[src/rtl/prog_loader.sv]
// Streams a program image into instruction memory, then releases the core
// from reset after a fixed hold period. Overflowing images latch an error.
module prog_loader #(
  parameter int DEPTH       = 256,
  parameter int ADDR_W      = 8,
  parameter int HOLD_CYCLES = 4
) (
  input  logic              clk,
  input  logic              rst,
  input  logic              s_valid,
  output logic              s_ready,
  input  logic [31:0]       s_data,
  input  logic              s_last,
  input  logic              reload,
  output logic              imem_we,
  output logic [ADDR_W-1:0] imem_addr,
  output logic [31:0]       imem_wdata,
  output logic              core_rst,
  output logic              load_done,
  output logic              overflow_err,
  output logic [ADDR_W:0]   word_count
);

  typedef enum logic [1:0] {LOAD, HOLD, RUN, ERR} state_t;

  localparam logic [ADDR_W:0] LAST_IDX  = (ADDR_W+1)'(DEPTH - 1);
  localparam logic [7:0]      HOLD_INIT = 8'(HOLD_CYCLES - 1);

  state_t     state;
  logic [7:0] hold_cnt;
  logic       beat;

  assign beat = s_valid && s_ready;

  // s_ready is a flop so it stays low through reset and rises on the first
  // edge after release; it always tracks the state being entered.
  always_ff @(posedge clk or negedge rst) begin
    if (!rst) begin
      state        <= LOAD;
      hold_cnt     <= '0;
      s_ready      <= 1'b0;
      imem_we      <= 1'b0;
      imem_addr    <= '0;
      imem_wdata   <= '0;
      core_rst     <= 1'b0;
      load_done    <= 1'b0;
      overflow_err <= 1'b0;
      word_count   <= '0;
    end else begin
      imem_we <= beat;
      if (beat) begin
        imem_addr  <= word_count[ADDR_W-1:0];
        imem_wdata <= s_data;
        word_count <= word_count + (ADDR_W+1)'(1);
      end
      case (state)
        LOAD: begin
          s_ready <= 1'b1;
          if (beat) begin
            if (s_last) begin
              state    <= HOLD;
              hold_cnt <= HOLD_INIT;
              s_ready  <= 1'b0;
            end else if (word_count == LAST_IDX) begin
              state        <= ERR;
              overflow_err <= 1'b1;
              s_ready      <= 1'b0;
            end
          end
        end
        HOLD: begin
          if (hold_cnt == '0) begin
            state     <= RUN;
            core_rst  <= 1'b1;
            load_done <= 1'b1;
          end else begin
            hold_cnt <= hold_cnt - 8'd1;
          end
        end
        RUN, ERR: begin
          if (reload) begin
            state        <= LOAD;
            s_ready      <= 1'b1;
            core_rst     <= 1'b0;
            load_done    <= 1'b0;
            overflow_err <= 1'b0;
            word_count   <= '0;
          end
        end
        default: state <= LOAD;
      endcase
    end
  end

endmodule

[config.mk]
export PLATFORM = sky130hd
export DESIGN_NAME = prog_loader
export DESIGN_NICKNAME = d
export VERILOG_FILES = /design/src/rtl/prog_loader.sv
export SDC_FILE = /design/constraint.sdc
export NUM_CORES = 1
export LEC_CHECK = 0
export BUFFER_PORTS_ARGS = -buffer_cell sky130_fd_sc_hd__buf_2
export CAP_MARGIN = 5
export CORE_MARGIN = 5
export CORE_UTILIZATION = 32
export CTS_BUF_LIST = sky130_fd_sc_hd__clkbuf_2
export DETAILED_ROUTE_END_ITERATION = 12
export PLACE_DENSITY_LB_ADDON = 0.3
export SLEW_MARGIN = 20
export SYNTH_ARGS = -nofsm -noshare
export SYNTH_HDL_FRONTEND = slang
export SYNTH_SLANG_ARGS = --single-unit
[constraint.sdc]
create_clock -name clk -period 3.3 [get_ports clk]
set_input_delay 0.66 -clock clk [delete_from_list [all_inputs] [get_ports clk]]
set_output_delay 0.66 -clock clk [all_outputs]
set_load 0.01 [all_outputs]
==> reports/results.env <==
HOLD_VIOLATIONS=0
CORE_UM2=8220
FINAL_COMMON_CELL='nand2_1'
FINAL_AREA_UM2=3380
NUMBER_OF_ANTENNA_VIOLATIONS_AT_THE_FIRST_CHECK_IN_GLOBAL_ROUTING=0
OUTCOME='finished, final reports clean'
SYNTH_FLOP_CELL='dfrtp_1'
HP-CLASS='in -> async'
FINALNETCOUNT=434
DP.FINAL_HPWL_UM=4700
AVGROUTEDWIREPERCELL_UM=12.9
SYNTHESIS.NETS=344
CLOCK_PIN_TRANSITION_ON_THE_WORST_SETUP_AND_HOLD_TIMING_PATHS_NS=0.18
NUMBER_OF_GATES_RESIZED_AFTER_CTS=0
IO_COUNT=91
CTS_INSERTED_BUFFERS=9
HIGHEST_NET_FANOUT_ALONG_THE_WORST_PATH=5
FINISH.UTILIZATION_PCT=41.1
PLACED_CELLS=487
FP.DIEH_UM=102
TIGHTEST_HOLD_MARGIN_NS=0.268
NETLIST_INSTANCES=303
DPL-INSTANCE-AREA_UM2=3270
POST-SYNTH-TOP-AREA-CELL='dfrtp_1'
YS_ASYNC_SR_FRACTION_PCT=100
WORST-SETUP-PATH-TYPE='reg -> reg'
SYNTH.FF_LATCH_COUNT=63
FINAL_CELL_COUNT_NO_FILL=503
FLOORPLAN.ROWS=33
CLOCK_INSERTION_DELAY_WORST_SKEW_NS=0.47
MAX_FREQ_GHz=0.532
HOLD_BUFFERS=0
MAIN_COMBINATIONAL_CELL_FAMILY_BY_AREA_AFTER_SYNTHESIS='simple AND/OR/NAND/NOR gates'
POWER.IR.VDD_WORST_uV=321
H-TREE-DEPTH=3
DETAILROUTE.VIA_COUNT=2297
GROUTE.USAGE.OVERALL_PCT=13.3
DIE_W_UM=102
GRT_SETUP_UNREPAIRED='no'
FINALWEIGHTEDCONGESTION=0.771
SLEW-LIMIT-HEADROOM_PCT=42.7
NUMBER_OF_ENABLE_TYPE_REGISTER_CELLS_IN_THE_SYNTHESIZED_NETLIST=0
GLOBAL_ROUTE_WIRE_LENGTH_BEFORE_REPAIR_UM=11000
SYNTH-XOR-AREA-SHARE_PCT=2.26
MAXCAPVIOLATIONS=0
POST_SYNTH_NUM_CELL_TYPES=36
WORST_EP_ARRIVAL_NS=2.25
CLOCK_TREE_FROM_TRITONCTS='done'
GRT_START_MAX_NET_PINS=49
FLOORPLAN.INITIALDENSITY_PCT=33.0
ANTENNA_VIOLATION_NET_COUNT_AFTER_DETAILED_ROUTING=0
DRT_PASS1_ITERATIONS=4
CLOCK-ROOT-BUFFER='clkbuf_2'
SYNTH.AVG_CELL_AREA_UM2=8.95
VIAS_IN_THE_FIRST_GLOBAL_ROUTE=2340
CTS_POST_SETUP_BUFFERS_INSERTED=0
DRIVE_GT1_SHARE_PCT=29.6
DRC_ERRORS=0
MOSTFREQUENTLAYOUTCELLS='nand2_1 (130), buf_2 (90), dfrtp_1 (63), nor2_1 (21), a21oi_1 (11)'
POWER-PER-CELL-AREA_nW_PER_UM2=801
SETUP-TNS-FINAL_NS=0
SYNTH_COMPOUND_AREA_SHARE_PCT=6.92
FINAL.MIN_CLOCK_PERIOD_NS=1.88
DETAILEDPLACE.WORSTSLACK_NS=1.28
YOSYS.AREA_SHARE.ADDER_PCT=1.85
SYN2LAYOUT_AREA_GROWTH_PCT=24.5
FINALMAXSLEWVIOLATIONS=0
CELLLEAKAGEPOWER_nW=1.89
NETLIST_AREA_UM2=2710
BUFFER_PORTS.INSERTED=90
SKEW_NS=0.0104
YOSYSWARNINGS=0
DRT_ITER0_MARKERS=107
FINAL.SETUP.WORST_SLACK_NS=1.42
NUMBER_OF_VIAS_PER_CELL=4.57
SYNTH_TOP_CELLS_BY_AREA='dfrtp_1 (58%), nand2_1 (18%), nor2_1 (2.9%)'
DIE_AREA_UM2=10400
CRITPATHCAPTURETYPE='flop'
WIRELENGTH_UM=6500
SETUP_VIOL=0
SYNTH_TOP_CELL_AREA_SHARE_PCT=58.1
AREA_FRACTION_IN_AND_OR_NAND_AND_NOR_CELLS_AFTER_SYNTHESIS_PCT=26.5
ANTENNA-DIODE-COUNT=0
CRITPATHREQUIREDTIME_NS=3.67
CTSLONGESTPATHBUFFERS=2
TRITONCTS_NUM_SINKS=63
WORST_PIN_SLEW_NS=0.860
POST_SYNTH_MUX_AREA_SHARE_PCT=0.738
DESIGN_POWER_TOTAL_mW=2.70
YOSYSSEQAREASHARE_PCT=58.1
FIN_CRIT_SH_PCT=56.9
ELEMENT_TYPE_AT_THE_CRITICAL_PATH_START='flop'
GR-TOTAL-OVERFLOW=0
[cell usage after synthesis, drive strengths merged (2+ instances only)]
| library cell | instances |
|---|---|
| buf | 7 |
| ha | 4 |
| clkbuf | 9 |
| a21oi | 11 |
| or3 | 5 |
| xnor2 | 4 |
| and3 | 3 |
| xor2 | 3 |
| nand2 | 131 |
| nand4 | 3 |
| or4 | 2 |
| nor2 | 21 |
| nand3 | 3 |
| mux2i | 2 |
| nor3 | 3 |
| inv | 8 |
| o2111ai | 2 |
| dfrtp | 63 |
| o21ai | 7 |
| and2 | 2 |
[worst paths after layout]
path                                          startpoint                    endpoint  slack, ns  depth (start not counted)
worst max-delay path             hold_cnt[0]$_DFFE_PN0P_     hold_cnt[5]$_DFFE_PN0P_       1.42                          6
worst min-delay path                                 rst    imem_addr[4]$_DFFE_PN0P_       0.27                          1
worst max register to register   hold_cnt[0]$_DFFE_PN0P_     hold_cnt[5]$_DFFE_PN0P_       1.42                          6
worst min register to register  imem_addr[7]$_DFFE_PN0P_    imem_addr[7]$_DFFE_PN0P_       0.49                          2
max in group asynchronous                            rst   imem_wdata[0]$_DFFE_PN0P_       2.29                          2
min in group clk                              s_data[29]  imem_wdata[29]$_DFFE_PN0P_       0.35                          3
[critical path: stages, from the launching register on]
cell and delay (ns):
dfrtp_1 0.45, inv_1 0.09, ha_1 0.17, or4bb_1 0.57
o2111ai_2 0.26, or3_2 0.16, a21oi_1 0.06
[layout make-up]
cell class | instances | area, µm²
fill | 840 | 4840
sequential | 63 | 1580
multi-input combinational | 216 | 1040
timing repair buffer | 95 | 488
tap | 105 | 131
clock inverter | 7 | 63.8
clock buffer | 9 | 45.0
inverter | 8 | 30.0
[where the power goes]
group	internal [mW]	switching (mW)	leakage [nW]
combinational	0.402	0.597	1.01
sequential	1.04	0.212	0.799
clock	0.170	0.285	0.0752
total	1.61	1.09	1.89
[registers in the layout, summed over array words and instances, names as in the netlist]
name,count
imem_wdata,32
word_count,9
hold_cnt,8
imem_addr,8
state,2
imem_we,1
load_done,1
overflow_err,1
s_ready,1
[routing by layer]
layer	global-route usage, %	wire length (µm)	vias to the layer above
met5	0	0	-
met3	4.16	536	10
li1	-	-	1157
met4	4.84	72	0
met1	17.3	2950	1064
met2	20.8	2940	66
[cells by family (layout without fill, tap and decap cells)]
logic type | count (synthesis) | count (layout)
and+or+nand+nor | 175 | 175
DFF | 63 | 63
AOI/OAI and AO/OA | 28 | 28
buffers and inverters | 24 | 119
xor gates and xnor gates | 7 | 7
adders and majority gates | 4 | 4
muxes | 2 | 2
Note: power is estimated with default switching activity, not from simulation.
